File: src/rtl/icache_refill_ctrl_pkg.sv
// Shared types and defaults for the instruction-cache refill controller.
// Holds the refill FSM encoding and the line geometry.
package icache_refill_ctrl_pkg;

  localparam int DEF_ADDR_W       = 64;
  localparam int DEF_LINE_W       = 128;
  localparam int DEF_CNT_W        = 32;
  localparam int DEF_TIMEOUT      = 256;
  localparam int LINE_OFFSET_BITS = 4;

  typedef enum logic [1:0] {
    ST_IDLE   = 2'd0,
    ST_REQ    = 2'd1,
    ST_FILL   = 2'd2,
    ST_RESUME = 2'd3
  } refill_state_e;

endpackage

File: src/rtl/icache_refill_ctrl_sat.sv
// Width-parameterized saturating incrementer with synchronous clear.
// Holds at all-ones instead of wrapping.
module sat_counter #(
  parameter int W = 32
) (
  input  logic         clock,
  input  logic         clear,
  input  logic         inc,
  output logic [W-1:0] count
);

  // Count register: clear dominates, then saturating increment.
  always_ff @(posedge clock) begin
    if (clear) begin
      count <= {W{1'b0}};
    end else if (inc && (count != {W{1'b1}})) begin
      count <= count + W'(1);
    end else begin
      count <= count;
    end
  end

endmodule

File: src/rtl/icache_refill_ctrl.sv
// Instruction-cache miss refill controller: stalls fetch, requests the
// missing line, writes it into the cache and resumes, with a request timeout.
module icache_refill_ctrl
  import icache_refill_ctrl_pkg::*;
#(
  parameter int ADDR_W  = DEF_ADDR_W,
  parameter int LINE_W  = DEF_LINE_W,
  parameter int CNT_W   = DEF_CNT_W,
  parameter int TIMEOUT = DEF_TIMEOUT
) (
  input  logic              clock,
  input  logic              reset,
  input  logic              lookup_valid,
  input  logic              hit,
  input  logic [ADDR_W-1:0] miss_address,
  input  logic              redirect,
  output logic              stall,
  output logic              mem_req,
  output logic [ADDR_W-1:0] mem_address,
  input  logic              mem_ack,
  input  logic [LINE_W-1:0] mem_data_line,
  output logic              fill_en,
  output logic [ADDR_W-1:0] fill_address,
  output logic [LINE_W-1:0] fill_data,
  output logic              error,
  output logic [CNT_W-1:0]  miss_count
);

  localparam int TO_W = $clog2(TIMEOUT + 1);
  localparam logic [ADDR_W-1:0] OFF_MASK = ADDR_W'((1 << LINE_OFFSET_BITS) - 1);

  refill_state_e     state_r;
  refill_state_e     state_s;
  logic [ADDR_W-1:0] line_addr_r;
  logic [LINE_W-1:0] data_r;
  logic [TO_W-1:0]   to_cnt_r;
  logic              miss_accept_s;
  logic              timeout_s;

  // A redirected miss is a wrong-path fetch and is dropped.
  assign miss_accept_s = !reset && (state_r == ST_IDLE) && lookup_valid && !hit && !redirect;
  // An ack on the terminal-count cycle still wins over the timeout.
  assign timeout_s     = !reset && (state_r == ST_REQ) && !mem_ack &&
                         (to_cnt_r == TO_W'(TIMEOUT - 1));

  // Next-state decode; redirect deliberately plays no part once a refill is running.
  always_comb begin
    state_s = state_r;
    case (state_r)
      ST_IDLE: begin
        if (miss_accept_s) state_s = ST_REQ;
        else               state_s = ST_IDLE;
      end
      ST_REQ: begin
        if (mem_ack)        state_s = ST_FILL;
        else if (timeout_s) state_s = ST_IDLE;
        else                state_s = ST_REQ;
      end
      ST_FILL:   state_s = ST_RESUME;
      ST_RESUME: state_s = ST_IDLE;
      default:   state_s = ST_IDLE;
    endcase
  end

  // State, latched line address/data and request timeout counter.
  always_ff @(posedge clock) begin
    if (reset) begin
      state_r     <= ST_IDLE;
      line_addr_r <= {ADDR_W{1'b0}};
      data_r      <= {LINE_W{1'b0}};
      to_cnt_r    <= {TO_W{1'b0}};
    end else begin
      state_r <= state_s;
      if (miss_accept_s) begin
        line_addr_r <= miss_address & ~OFF_MASK;
      end else begin
        line_addr_r <= line_addr_r;
      end
      if ((state_r == ST_REQ) && mem_ack) begin
        data_r <= mem_data_line;
      end else begin
        data_r <= data_r;
      end
      if (miss_accept_s) begin
        to_cnt_r <= {TO_W{1'b0}};
      end else if ((state_r == ST_REQ) && !mem_ack && !timeout_s) begin
        to_cnt_r <= to_cnt_r + TO_W'(1);
      end else begin
        to_cnt_r <= to_cnt_r;
      end
    end
  end

  assign stall        = miss_accept_s || (state_r != ST_IDLE);
  assign mem_req      = (state_r == ST_REQ);
  assign mem_address  = line_addr_r;
  assign fill_en      = (state_r == ST_FILL);
  assign fill_address = line_addr_r;
  assign fill_data    = data_r;
  assign error        = timeout_s;

  sat_counter #(.W(CNT_W)) u_miss_cnt (
    .clock (clock),
    .clear (reset),
    .inc   (miss_accept_s),
    .count (miss_count)
  );

endmodule
File: config.mk
export PLATFORM = sky130hd
export DESIGN_NAME = icache_refill_ctrl
export DESIGN_NICKNAME = d
export VERILOG_FILES = /design/src/rtl/icache_refill_ctrl_pkg.sv /design/src/rtl/icache_refill_ctrl_sat.sv /design/src/rtl/icache_refill_ctrl.sv
export SDC_FILE = /design/constraint.sdc
export NUM_CORES = 1
export LEC_CHECK = 0
export BUFFER_PORTS_ARGS = -buffer_cell sky130_fd_sc_hd__buf_2
export CELL_PAD_IN_SITES_DETAIL_PLACEMENT = 1
export CELL_PAD_IN_SITES_GLOBAL_PLACEMENT = 2
export CORE_ASPECT_RATIO = 1.75
export CORE_UTILIZATION = 26
export CTS_BUF_LIST = sky130_fd_sc_hd__clkbuf_4
export CTS_CLUSTER_DIAMETER = 40
export DETAILED_ROUTE_END_ITERATION = 16
export PLACE_DENSITY = 0.82
export SLEW_MARGIN = 10
export SYNTH_ARGS = -nofsm -noshare
export SYNTH_HDL_FRONTEND = slang
export SYNTH_HIERARCHICAL = 1
export SYNTH_SLANG_ARGS = --single-unit
export TNS_END_PERCENT = 5
File: constraint.sdc
create_clock -name clock -period 3.6 [get_ports clock]
set_input_delay 0.9 -clock clock [delete_from_list [all_inputs] [get_ports clock]]
set_output_delay 0.9 -clock clock [all_outputs]
set_load 0.005 [all_outputs]
Yosys cells after proc, flatten, opt, wreduce, memory -nomap -nowiden
Index checks and enable logic that the tools add are counted.
{"block": "classes", "n_addsub": 2, "eq_ne": 5, "n_mux": 4, "reduce_logical": 20}
{"operator": "32-bit by 1-bit adder with 32-bit output (second input constant)", "n": 1}
{"operator": "32-bit inequality test (second input constant)", "n": 1}
{"operator": "1-bit logical AND", "n": 11}
{"operator": "9-bit by 1-bit adder with 9-bit output (second input constant)", "n": 1}
{"operator": "9-bit by 8-bit == test with 1-bit output (second input constant)", "n": 1}
{"operator": "2-bit case mux with 4 select lines", "n": 1}
{"operator": "1-bit zero test", "n": 5}
{"operator": "2-bit == test (second input constant)", "n": 2}
{"operator": "2-bit by 1-bit == test with 1-bit output (second input constant)", "n": 1}
{"operator": "2-bit zero test", "n": 1}
{"operator": "1-bit 2-to-1 mux", "n": 2}
{"operator": "2-bit 2-to-1 mux", "n": 1}
{"operator": "2-bit nonzero test", "n": 1}
{"operator": "2-bit OR reduction", "n": 1}
{"operator": "1-bit logical OR", "n": 1}
{"block": "word_totals", "register_bits": 231, "in_bits": 198, "output_inout_bits": 292, "elab_cells": 36}

Logic depth before layout (Yosys ltp)
Gate-level depths: netlist (run 1).
{"block": "depth", "ltp_word": 7, "depth_mapped": 10, "mapped_depth_nobuf": 8}

By module
The synthesis (run 1) kept the hierarchy.
{"module": "icache_refill_ctrl", "n_inst": 1, "cells_each": 893, "area_each_um2": 8150.3, "seq_area_each_um2": 3983.8}
{"module": "sat_counter", "n_inst": 1, "cells_each": 199, "area_each_um2": 1674.1, "seq_area_each_um2": 640.6}

Worst setup path after synthesis (run 1)
Ideal clock, no wire load.
{"block": "synth_path", "kind": "input-to-reg", "startpoint": "input hit", "endpoint": "register u_miss_cnt.count[31]", "setup_ns": 0.121, "t_arrival_ns": 3.250, "t_required_ns": 3.479, "setup_slack_ns": 0.230, "stages": 10, "path_buffers": 2, "cell_sequence": "nor4_4 -> nand3b_2 -> buf_6 -> buf_8 -> inv_1 -> nand4_1 -> nor4_2 -> nand4_1 -> nor4_1 -> mux2_2"}
{"block": "synth_between", "elab_chain_len": 4}
{"item": "start: declaration", "line_no": "icache_refill_ctrl.sv:14", "source": "input logic hit,"}
{"item": "1-bit zero test", "line_no": "icache_refill_ctrl.sv:41", "source": "assign miss_accept_s = !reset && (state_r == ST_IDLE) && lookup_valid && !hit && !redirect;"}
{"item": "1-bit logical AND (2 in a row)", "line_no": "icache_refill_ctrl.sv:41"}
{"item": "via miss_accept_s", "line_no": "icache_refill_ctrl.sv:37", "source": "logic miss_accept_s;"}
{"item": "1-bit logical AND", "line_no": "icache_refill_ctrl_sat.sv:16", "source": "end else if (inc && (count != {W{1'b1}})) begin"}
{"item": "end signal: assignment", "line_no": "icache_refill_ctrl_sat.sv:15", "source": "count <= {W{1'b0}};"}
{"item": "end signal: assignment", "line_no": "icache_refill_ctrl_sat.sv:17", "source": "count <= count + W'(1);"}
{"item": "end signal: assignment", "line_no": "icache_refill_ctrl_sat.sv:19", "source": "count <= count;"}
{"item": "end: declaration", "line_no": "icache_refill_ctrl_sat.sv:9", "source": "output logic [W-1:0] count"}
The timed path passes the listed nets, and every way through them passes these cells.
A chain may end at the register's enable or synchronous reset.

Worst setup path after layout (run 1)
{"block": "layout_path", "startpoint": "register to_cnt_r[0]", "endpoint": "output error"}
{"block": "layout_between", "elab_chain_len": 2}
{"item": "start: declaration", "line_no": "icache_refill_ctrl.sv:36", "source": "logic [TO_W-1:0] to_cnt_r;"}
{"item": "start signal: assignment", "line_no": "icache_refill_ctrl.sv:71", "source": "to_cnt_r <= {TO_W{1'b0}};"}
{"item": "start signal: assignment", "line_no": "icache_refill_ctrl.sv:85", "source": "to_cnt_r <= {TO_W{1'b0}};"}
{"item": "start signal: assignment", "line_no": "icache_refill_ctrl.sv:87", "source": "to_cnt_r <= to_cnt_r + TO_W'(1);"}
{"item": "9-bit by 8-bit == test with 1-bit output", "line_no": "icache_refill_ctrl.sv:44", "source": "(to_cnt_r == TO_W'(TIMEOUT - 1));"}
{"item": "1-bit logical AND", "line_no": "icache_refill_ctrl.sv:43", "source": "assign timeout_s = !reset && (state_r == ST_REQ) && !mem_ack &&"}
{"item": "end: declaration", "line_no": "icache_refill_ctrl.sv:25", "source": "output logic error,"}
Every way passes these cells.

==> PnR_summary.wiki, run 1 <==
{| class="wikitable"
! Metric !! Value
|-
| Setup Total Neg Slack || 0 ps
|-
| Number of clock buffers inserted by TritonCTS || 59
|-
| Overall die width || 149 um
|-
| Number of antenna violations at the first check in global routing || 5
|-
| Class of the most critical setup path || flip-flop to output port
|-
| Average via count per standard cell || 4.60
|-
| Core area || 0.0370 sq mm
|-
| Max_slew headroom || 0.288
|-
| Metal2 WL || 17.3 mm
|-
| Minimum setup slack in the final design || 559 ps
|-
| Fraction of synthesized cell area taken by the top area cell type || 0.471
|-
| R2R setup slack || 900 ps
|-
| Run status || completed
|-
| Post-cts gate resize count || 0
|-
| Most frequent cells after synthesis || 269 x sky130_fd_sc_hd__nand2_1, 231 x sky130_fd_sc_hd__dfxtp_1, 160 x sky130_fd_sc_hd__a21oi_1, 68 x sky130_fd_sc_hd__buf_4, 63 x sky130_fd_sc_hd__nor2b_1
|-
| Pleak || 6.05 nW
|-
| Count of distinct cell types in the synthesized netlist || 55
|-
| Fmax || 329 MHz
|-
| Post-Synthesis Cells || 1092
|-
| Die Footprint || 0.0386 sq mm
|-
| Post-synthesis sequential area ratio || 0.471
|-
| Flip-flop and latch count after synthesis || 231
|-
| Cell with the most instances after synthesis || sky130_fd_sc_hd__nand2_1
|-
| Buffer levels on the longest clock path || 3
|-
| Hold Violations, Final || 0
|-
| Final setup violation count || 0
|-
| Worst-case reg-to-reg path depth || 8
|-
| Postcts setup bufs || 0
|-
| H-tree levels || 2
|-
| CTS tree || done
|-
| Drt total wl || 33.2 mm
|-
| Relative area change from synthesis to final layout || 31.2%
|-
| Maximum fanout along the worst path || 5
|-
| Portion of the clock cycle consumed by the worst path in the final layout || 0.845
|-
| Ys flop type || sky130_fd_sc_hd__dfxtp_1
|-
| Cell area after synthesis || 0.00982 sq mm
|-
| Fraction of registers with async set or reset after synthesis || 0
|-
| Hold Crit Endpoint || fill_address[6]$_SDFFE_PP0P_
|-
| Crit-path max cell delay || 370 ps
|-
| Total power consumption of the routed design || 5.23 mW
|-
| Number of enable flip-flop cells after synthesis || 0
|-
| Routed met1 length || 11.8 mm
|-
| Count of hold-fix buffers inserted at cts || 0
|-
| Power per cell area || 406 mW/mm^2
|-
| Hold path start || miss_address[6]
|-
| Arrival time of data at the critical path endpoint || 2140 ps
|-
| DRT iter0 DRCs || 219
|-
| Vias in the first global route || 9692
|-
| Placement-stage worst setup slack || 414 ps
|-
| Peak VDD IR || 0.208 mV
|-
| Leftover overflow at the end of global routing || 0
|-
| Post-detailed-placement half-perimeter wirelength || 24.5 mm
|-
| Cell type of the slowest stage on the worst timing path || sky130_fd_sc_hd__dfxtp_1
|-
| Standard-cell row count || 93
|-
| First-pass GRT wire length || 51.2 mm
|-
| Total number of vias || 9389
|-
| Number of nets with antenna violations after detailed routing || 0
|-
| Cell count of the worst hold path || 2
|-
| Routed met3 length || 2.74 mm
|-
| Required @ worst endpoint || 2700 ps
|-
| Most used cell, CP || sky130_fd_sc_hd__ha_1
|-
| Highest metal layer used by the detailed router || met4
|-
| # DRC || 0
|-
| Total number of nets in the final design || 1722
|-
| Insertion delay to the later sink of the worst-skew pair || 710 ps
|-
| Final Max Tran Viols || 0
|-
| Warnings, synthesis || 6
|-
| Placed Area || 0.0122 sq mm
|-
| Cells after DPL || 1935
|-
| Cells along the critical path || ha_1, nand2_1, nor3_1, ha_1, nand2b_1, nor2_1, buf_2
|-
| Final instance area || 0.0129 sq mm
|-
| Top post-synthesis cells by area || sky130_fd_sc_hd__dfxtp_1 47%, sky130_fd_sc_hd__nand2_1 10%, sky130_fd_sc_hd__mux2_4 8.7%
|-
| Drt pass-1 iters || 4
|-
| Worst min-delay path category || primary input to flip-flop
|-
| Gp weighted congestion || 0.809
|-
| Number of primary I/O pins || 490
|-
| Time the final worst path needs with I/O delays and setup || 3040 ps
|-
| R2r endpoint || u_miss_cnt/count[31]$_SDFFE_PP0P_
|-
| MaxCap Viol Count || 0
|-
| Root Buffer Master || sky130_fd_sc_hd__clkbuf_4
|-
| Die extent in y || 259 um
|-
| Final cell count without fillers || 2039
|-
| Worst setup skew after layout || 23.2 ps
|-
| Global-route usage over all layers || 0.167
|-
| Filler Cell Count || 4594
|-
| Initial standard-cell utilization of the core || 0.266
|-
| RSZ-0062 raised after global routing || false
|-
| Port Buf Inserts || 477
|-
| Startpoint types || flip-flop
|-
| Average cell area after synthesis || 9.00 sq um
|-
| Post-synth top area cell || sky130_fd_sc_hd__dfxtp_1
|-
| Maximum number of pins on one net before global-route repair || 85
|-
| Share of final-layout standard cells stronger than drive strength 1 || 0.432
|-
| Critical Path End Type || output port
|-
| Clock transition time at the flip-flop clock pins of the worst setup and hold paths || 70 ps
|-
| Slew of the pin with the lowest slew margin || 1070 ps
|-
| Per-cell routed wire length || 16.3 um
|-
| Total clock sinks || 231
|}
per-stage QoR:
stage	util	hold WS [ps]
6_report	0.348	418
5_1_grt	0.348	348
4_1_cts	0.348	317
3_5_place_dp	0.329	443
3_3_place_gp	0.329	439
2_1_floorplan	-	453
flip-flops by register name, indices dropped and copies added, names as in the netlist, named ones only:
register / cells
fill_address: 60
fill_data: 128
state_r: 1
to_cnt_r: 9
u_miss_cnt/count: 32
per-layer routing:
layer | track usage | vias to the layer above
met5 | 0 | -
met2 | 0.305 | 384
met1 | 0.165 | 4432
met4 | 0.0907 | 0
met3 | 0.0529 | 86
li1 | - | 4487
worst max path at each step:
stage | cells past startpoint | end | startpoint | slack (ps)
floorplan | 10 | u_miss_cnt/count[31]$_SDFFE_PP0P_ | hit | 230
global placement | 10 | u_miss_cnt/count[29]$_SDFFE_PP0P_ | hit | 430
detailed placement | 10 | u_miss_cnt/count[23]$_SDFFE_PP0P_ | hit | 410
CTS | 7 | error | to_cnt_r[0]$_SDFFE_PP0P_ | 430
global route | 7 | error | to_cnt_r[0]$_SDFFE_PP0P_ | 250
finish | 7 | error | to_cnt_r[0]$_SDFFE_PP0P_ | 560
cell type report:
class / count / area [sq um] / area share
diodes: 5 / 12.5 / 0.000971
clock buffers: 89 / 668 / 0.0518
clock inverters: 10 / 46.3 / 0.00359
inverters: 6 / 22.5 / 0.00175
multi-input cells: 723 / 4330 / 0.336
flip-flops and latches: 231 / 4620 / 0.359
well taps: 475 / 594 / 0.0461
repair buffers: 500 / 2590 / 0.201
cell families after synthesis:
| logic type | after synthesis | synth area share |
|---|---|---|
| buffers and inverters | 145 | 0.0932 |
| other | 1 | 0.000382 |
| adders and majority gates | 3 | 0.00382 |
| AOI/OAI and AO/OA | 199 | 0.112 |
| muxes | 66 | 0.0972 |
| and+or+nand+nor | 440 | 0.217 |
| xor gates and xnor gates | 7 | 0.00624 |
| DFF | 231 | 0.471 |
cells in the final DEF, fill, tap and decap left out, drive strengths merged, types with 2 or more instances in the layout:
cell type / n
o21ai: 10
nor4: 9
nand3: 18
a21oi: 160
or4: 15
a211oi: 3
nor3b: 3
nor2: 16
inv: 6
xnor2: 6
a2111oi: 2
buf: 500
and2b: 2
nand3b: 2
mux2i: 2
diode: 5
conb: 8
or3b: 2
nor3: 3
mux2: 64
nor2b: 63
and3: 4
and4: 4
a21o: 2
clkbuf: 89
a211o: 2
o31ai: 15
dfxtp: 231
or3: 12
clkinv: 9
nand2b: 4
ha: 3
nand2: 269
nand4: 11
critical path: cells and delay by family, from the launching register on:
family / cells / cell delay, ps
fa+ha+maj: 2 / 410
flops: 1 / 370
buf+inv: 1 / 140
simple gates: 4 / 550
where the power goes:
group	switching, mW	leakage (nW)	internal, mW
clock	1.10	0.433	1.11
sequential	0.0325	1.87	2.60
combinational	0.186	3.75	0.199
(Power assumes the default switching activity.)
==> inputs of run 2 (changes only) <==
- ABC_AREA: unset -> 1
- CORE_UTILIZATION: 26 -> 24
- PLACE_DENSITY: 0.82 -> 0.81
- clock period: 3.6 -> 3 ns (I/O delays scaled with it)
==> run 2 against run 1 <==
Net effect:
- clock power up 28%
- utilization down 2.8 points
- via count up 8.5%
- first-iteration DRC count up 39%
- die area up 7.5%
- critical endpoint unchanged
==> PnR_summary.wiki, run 2 <==
{| class="wikitable"
! Metric !! Value
|-
| Run status || completed
|-
| Max_slew headroom || 0.315
|-
| Cells after DPL || 2152
|-
| Total number of vias || 10188
|-
| Hold Violations, Final || 0
|-
| Leading cell types in the layout, fill and taps excluded || 474 x sky130_fd_sc_hd__buf_2, 414 x sky130_fd_sc_hd__nand2_1, 229 x sky130_fd_sc_hd__dfxtp_1
|-
| Metal2 WL || 19.3 mm
|-
| Die Footprint || 0.0415 sq mm
|-
| Routed met3 length || 2.49 mm
|-
| Drt total wl || 37.1 mm
|-
| Fraction of synthesized cell area taken by the top area cell type || 0.474
|-
| Number of enable flip-flop cells after synthesis || 0
|-
| Port Buf Inserts || 477
|-
| Fraction of power spent switching nets || 0.259
|-
| Setup Total Neg Slack || 0 ps
|-
| Worst setup skew after layout || 34.5 ps
|-
| Average via count per standard cell || 4.51
|-
| Post-synthesis sequential area ratio || 0.474
|-
| First-pass GRT wire length || 56.1 mm
|-
| Total clock sinks || 231
|-
| Cell area after synthesis || 0.00975 sq mm
|-
| Count of distinct cell types in the synthesized netlist || 31
|-
| Worst min-delay path category || primary input to flip-flop
|-
| Share of final-layout standard cells stronger than drive strength 1 || 0.362
|-
| Final cell count without fillers || 2259
|-
| Insertion delay to the later sink of the worst-skew pair || 720 ps
|-
| Post-Synthesis Cells || 1307
|-
| Relative contribution of the clock network to total power || 0.436
|-
| Buffer levels on the longest clock path || 3
|-
| H-tree levels || 2
|-
| Time the final worst path needs with I/O delays and setup || 2730 ps
|-
| Class of the most critical setup path || flip-flop to output port
|-
| Final setup violation count || 0
|-
| Global-route usage over all layers || 0.171
|-
| Portion of the clock cycle consumed by the worst path in the final layout || 0.910
|-
| Final Max Tran Viols || 0
|-
| Number of flip-flops under the largest register name || 128
|-
| Register cell area after layout || 0.00463 sq mm
|-
| Number of primary I/O pins || 490
|-
| Initial standard-cell utilization of the core || 0.244
|-
| Sequential power share || 0.490
|-
| Most frequent cells after synthesis || 416 x sky130_fd_sc_hd__nand2_1, 231 x sky130_fd_sc_hd__dfxtp_1, 161 x sky130_fd_sc_hd__nand3_1, 153 x sky130_fd_sc_hd__a21oi_1, 83 x sky130_fd_sc_hd__nor2_1
|-
| Internal power consumption || 4.79 mW
|-
| Warnings, synthesis || 6
|-
| Per-cell routed wire length || 16.4 um
|-
| Most common library cell in the layout ignoring fill and taps || sky130_fd_sc_hd__buf_2
|-
| DRT iter0 DRCs || 305
|-
| Die extent in y || 269 um
|-
| Root Buffer Master || sky130_fd_sc_hd__clkbuf_4
|-
| MaxCap Viol Count || 0
|-
| Number of nets with antenna violations after detailed routing || 0
|-
| Critical Path End Type || output port
|-
| Pleak || 6.31 nW
|-
| Post-detailed-placement half-perimeter wirelength || 27.0 mm
|-
| Maximum fanout along the worst path || 3
|-
| Required @ worst endpoint || 2250 ps
|-
| Relative area change from synthesis to final layout || 31.3%
|-
| Post-synth top area cell || sky130_fd_sc_hd__dfxtp_1
|-
| Total power consumption of the routed design || 6.47 mW
|-
| Peak VDD IR || 0.288 mV
|-
| Filler Cell Count || 5169
|-
| Switching power summed over all nets || 1.68 mW
|-
| Arrival time of data at the critical path endpoint || 1980 ps
|-
| Standard-cell row count || 97
|-
| Number of antenna violations at the first check in global routing || 5
|-
| Startpoint types || flip-flop
|-
| Final instance area || 0.0128 sq mm
|-
| Maximum number of pins on one net before global-route repair || 129
|-
| Total number of nets in the final design || 1922
|-
| Ys flop type || sky130_fd_sc_hd__dfxtp_1
|-
| Top post-synthesis cells by area || sky130_fd_sc_hd__dfxtp_1 47%, sky130_fd_sc_hd__nand2_1 16%, sky130_fd_sc_hd__nand3_1 8.3%
|-
| Fraction of registers with async set or reset after synthesis || 0
|-
| Fmax || 366 MHz
|-
| Routed met1 length || 13.9 mm
|-
| Core area || 0.0401 sq mm
|-
| Clock transition time at the flip-flop clock pins of the worst setup and hold paths || 70 ps
|-
| # DRC || 0
|-
| Flip-flop and latch count after synthesis || 231
|-
| Slew of the pin with the lowest slew margin || 1030 ps
|-
| Combinational share of power || 0.074
|-
| Number of clock buffers inserted by TritonCTS || 61
|-
| Average cell area after synthesis || 7.46 sq um
|-
| Vias in the first global route || 10464
|-
| Gp weighted congestion || 0.838
|-
| Drt pass-1 iters || 6
|-
| Power per cell area || 505 mW/mm^2
|-
| Footprint of the multi-input gates || 0.00405 sq mm
|-
| Overall die width || 154 um
|-
| Highest metal layer used by the detailed router || met5
|-
| Leftover overflow at the end of global routing || 0
|-
| RSZ-0062 raised after global routing || false
|-
| Cell with the most instances after synthesis || sky130_fd_sc_hd__nand2_1
|-
| Placed Area || 0.0120 sq mm
|-
| CTS tree || done
|}
run 2: cell types whose count changed in the layout (fill, tap and decap cells not counted), moves of 8 or more:
cell and delta:
sky130_fd_sc_hd__nand2_1 +145, sky130_fd_sc_hd__nand3_1 +143, sky130_fd_sc_hd__nor2_1 +66, sky130_fd_sc_hd__nor2b_1 -63, sky130_fd_sc_hd__mux2_4 -57, sky130_fd_sc_hd__inv_1 +37, sky130_fd_sc_hd__o31ai_1 -15, sky130_fd_sc_hd__or4_1 -15
sky130_fd_sc_hd__or3_1 -11, sky130_fd_sc_hd__buf_4 -10, sky130_fd_sc_hd__nand3_2 +8, sky130_fd_sc_hd__o21ai_0 -8
run 2: area by class of cell:
cell class,count,area share
diodes,4,0.000781
multi-input cells,886,0.316
inverters,51,0.0149
flip-flops and latches,231,0.361
well taps,495,0.0483
repair buffers,490,0.199
clock buffers,92,0.0539
clock inverters,10,0.00557
run 2: kinds of logic after synthesis:
| family | Yosys count | share of synthesized area |
|---|---|---|
| simple gates | 714 | 0.319 |
| fa+ha+maj | 3 | 0.00385 |
| other cells | 1 | 0.000384 |
| compound gates | 161 | 0.0836 |
| buf+inv | 197 | 0.119 |
| flops | 231 | 0.474 |
run 2: worst max-delay path: stages, from the launching register on:
cell and delay, ps:
sky130_fd_sc_hd__dfxtp_2 360, sky130_fd_sc_hd__ha_4 150, sky130_fd_sc_hd__nand3_2 100, sky130_fd_sc_hd__nor4_4 150, sky130_fd_sc_hd__ha_2 240, sky130_fd_sc_hd__nand2_4 70
sky130_fd_sc_hd__nor2_4 100, sky130_fd_sc_hd__buf_6 110
run 2: power by group through the flow:
stage          logic [mW]  clock network, mW  registers, mW
2_1_floorplan       0.251                  0           3.24
3_3_place_gp        0.475                  0           3.24
3_5_place_dp        0.485                  0           3.24
4_1_cts             0.488               2.98           3.17
5_1_grt             0.534               3.13           3.17
6_report            0.480               2.82           3.17
run 2: worst paths after layout:
path / slack, ps / cells past startpoint / start / end
worst max-delay path: 270 / 7 / to_cnt_r[1]$_SDFFE_PP0P_ / error
worst min-delay path: 220 / 3 / miss_address[32] / fill_address[32]$_SDFFE_PP0P_
worst max register to register: 950 / 9 / u_miss_cnt/count[0]$_SDFFE_PP0P_ / u_miss_cnt/count[11]$_SDFFE_PP0P_
worst min register to register: 460 / 2 / fill_address[26]$_SDFFE_PP0P_ / fill_address[26]$_SDFFE_PP0P_
run 2: stage by stage:
stage	setup slack, ps	utilization	hold slack, ps
after global routing	80.9	0.320	143
final	269	0.320	218
after floorplan	822	-	452
after CTS	10.0	0.319	112
after detailed placement	408	0.299	448
after global placement	448	0.299	440
run 2: timing repair:
action | in CTS | in global routing
hold buffers | 0 | 0
gates resized for setup | 14 | 1
setup endpoints to repair | 1 | 1
pin swaps | 3 | 2
setup buffers | 1 | 0
run 2: routing by layer:
metal	vias to the layer above	global-route usage
li1	4990	-
met1	4780	0.182
met2	337	0.308
met3	79	0.0473
met4	2	0.0848
met5	-	0
==> inputs of run 3 (changes only) <==
- ABC_AREA: 1 -> unset
- CORE_UTILIZATION: 24 -> 25
- CTS_BUF_LIST: sky130_fd_sc_hd__clkbuf_4 -> unset
- PLACE_DENSITY: 0.81 -> 0.79
==> run 3 against run 2 <==
Net effect:
- maximum frequency rose by 1.3%
- combinational power decreased by 3%
- non-clock buffer count is 6 higher
- count of clock-buffer cells in the layout fell by 46
- cell count down 11%
- largest power group is now clock
- highest routed layer unchanged
==> PnR_summary.wiki, run 3 (synthesis gave the netlist of run 1 again) <==
{| class="wikitable"
! Metric !! Value
|-
| Metal2 WL || 17.3 mm
|-
| Total power consumption of the routed design || 7.78 mW
|-
| Portion of the clock cycle consumed by the worst path in the final layout || 0.898
|-
| Number of primary I/O pins || 490
|-
| Maximum number of pins on one net before global-route repair || 141
|-
| Fmax || 371 MHz
|-
| Final setup violation count || 0
|-
| CTS tree || done
|-
| Insertion delay to the later sink of the worst-skew pair || 500 ps
|-
| Total number of nets in the final design || 1693
|-
| Maximum fanout along the worst path || 5
|-
| First-pass GRT wire length || 53.2 mm
|-
| Die Footprint || 0.0401 sq mm
|-
| Count of hold-fix buffers inserted at cts || 0
|-
| Most used cell, CP || sky130_fd_sc_hd__ha_1
|-
| Cells along the critical path || ha_1, nand2_1, nor3_1, ha_1, nand2b_1, nor2_1, buf_2
|-
| Post-detailed-placement half-perimeter wirelength || 24.8 mm
|-
| Drt total wl || 34.2 mm
|-
| Routed met3 length || 2.67 mm
|-
| Setup Total Neg Slack || 0 ps
|-
| Leading cell types in the layout, fill and taps excluded || 476 x sky130_fd_sc_hd__buf_2, 269 x sky130_fd_sc_hd__nand2_1, 231 x sky130_fd_sc_hd__dfxtp_1
|-
| Initial standard-cell utilization of the core || 0.255
|-
| Total number of vias || 9148
|-
| Largest delay contributor family on the critical path || simple AND/OR/NAND/NOR gates
|-
| Slew of the pin with the lowest slew margin || 1070 ps
|-
| Root Buffer Master || sky130_fd_sc_hd__clkbuf_16
|-
| Max_slew headroom || 0.287
|-
| Clock transition time at the flip-flop clock pins of the worst setup and hold paths || 50 ps
|-
| Placement-stage worst setup slack || 119 ps
|-
| Number of flip-flops under the largest register name || 128
|-
| Standard-cell row count || 95
|-
| Relative area change from synthesis to final layout || 36.4%
|-
| Minimum setup slack in the final design || 305 ps
|-
| Most common library cell in the layout ignoring fill and taps || sky130_fd_sc_hd__buf_2
|-
| H-tree levels || 2
|-
| Arrival time of data at the critical path endpoint || 1950 ps
|-
| Total buffers and inverters traversed by the critical path || 1
|-
| MaxCap Viol Count || 0
|-
| Cell type of the slowest stage on the worst timing path || sky130_fd_sc_hd__dfxtp_1
|-
| Core area || 0.0385 sq mm
|-
| Cells after DPL || 1941
|-
| Postcts setup bufs || 0
|-
| Overall die width || 152 um
|-
| Time the final worst path needs with I/O delays and setup || 2700 ps
|-
| Hold path start || fill_data[30]$_SDFFE_PP0P_
|-
| Run status || completed
|-
| Number of antenna violations at the first check in global routing || 8
|-
| Required @ worst endpoint || 2250 ps
|-
| Share of final-layout standard cells stronger than drive strength 1 || 0.417
|-
| Number of clock buffers inserted by TritonCTS || 34
|-
| Class of the most critical setup path || flip-flop to output port
|-
| # DRC || 0
|-
| Power per cell area || 580 mW/mm^2
|-
| Worst setup path startpoint || to_cnt_r[0]$_SDFFE_PP0P_
|-
| Peak VDD IR || 0.549 mV
|-
| Final instance area || 0.0134 sq mm
|-
| DRT iter0 DRCs || 288
|-
| Gp weighted congestion || 0.784
|-
| Worst setup skew after layout || 12.0 ps
|-
| Routed met1 length || 13.0 mm
|-
| Total clock sinks || 231
|-
| Drt pass-1 iters || 4
|-
| Port Buf Inserts || 477
|-
| Average via count per standard cell || 4.56
|-
| Filler Cell Count || 4659
|-
| Highest metal layer used by the detailed router || met5
|-
| Startpoint types || flip-flop
|-
| Buffer levels on the longest clock path || 3
|-
| Post-cts gate resize count || 0
|-
| Critical Path End Type || output port
|-
| Placed Area || 0.0122 sq mm
|-
| RSZ-0062 raised after global routing || false
|-
| Number of nets with antenna violations after detailed routing || 0
|-
| Worst min-delay path category || flip-flop to flip-flop
|-
| Global-route usage over all layers || 0.165
|-
| Vias in the first global route || 9632
|-
| Leftover overflow at the end of global routing || 0
|-
| Per-cell routed wire length || 17.0 um
|-
| Final Max Tran Viols || 0
|-
| Final cell count without fillers || 2008
|-
| Pleak || 6.20 nW
|-
| Die extent in y || 264 um
|-
| Crit-path max cell delay || 360 ps
|-
| Hold Violations, Final || 0
|}
## run 3: cell count changes in the layout (fill, tap and decap cells not counted), moves of 11 or more
cell and change:
sky130_fd_sc_hd__nand3_1 -143, sky130_fd_sc_hd__or3_1 +11, sky130_fd_sc_hd__nor2_1 -66, sky130_fd_sc_hd__nor2b_1 +63
sky130_fd_sc_hd__o31ai_1 +15, sky130_fd_sc_hd__clkbuf_16 +37, sky130_fd_sc_hd__mux2_4 +57, sky130_fd_sc_hd__nand2_1 -145
sky130_fd_sc_hd__inv_1 -38, sky130_fd_sc_hd__clkbuf_4 -92, sky130_fd_sc_hd__or4_1 +15
## run 3: metrics by stage
step | utilization | hold slack, ps
after floorplan | - | 453
after global placement | 0.317 | 439
after detailed placement | 0.317 | 445
after CTS | 0.348 | 432
after global routing | 0.348 | 445
final | 0.348 | 449
## run 3: path summary, 6_finish.rpt
path | end | slack, ps | cells after the start
worst min-delay path | fill_data[30]$_SDFFE_PP0P_ | 450 | 2
worst min register to register | fill_data[30]$_SDFFE_PP0P_ | 450 | 2
worst max register to register | u_miss_cnt/count[31]$_SDFFE_PP0P_ | 540 | 8
worst max-delay path | error | 300 | 7
## run 3: per-layer routing
layer,global-route usage,up-vias
li1,-,4403
met1,0.177,4320
met2,0.292,357
met3,0.0515,66
met4,0.0811,2
met5,0,-
## run 3: cell type report
type | instances | area (sq um) | area share
clock inverter | 15 | 175 | 0.0131
sequential | 231 | 4620 | 0.345
inverter | 6 | 22.5 | 0.00168
tap | 485 | 607 | 0.0453
timing repair buffer | 496 | 2610 | 0.195
antenna | 6 | 15.0 | 0.00112
clock buffer | 46 | 1010 | 0.0753
multi-input combinational | 723 | 4340 | 0.324
## run 3: worst reg2reg max path, cell delays in order (launching register included)
cell,delay (ps)
sky130_fd_sc_hd__dfxtp_1,400
sky130_fd_sc_hd__nor4_4,390
sky130_fd_sc_hd__nand3b_4,140
sky130_fd_sc_hd__inv_2,120
sky130_fd_sc_hd__nand4_1,200
sky130_fd_sc_hd__nor4_4,370
sky130_fd_sc_hd__nand4_1,150
sky130_fd_sc_hd__nor4_1,220
sky130_fd_sc_hd__mux2_2,370
## run 3: where the power goes
group | internal (mW) | switching [mW]
combinational | 0.240 | 0.227
clock | 2.63 | 1.51
sequential | 3.13 | 0.0409
total | 6.00 | 1.77
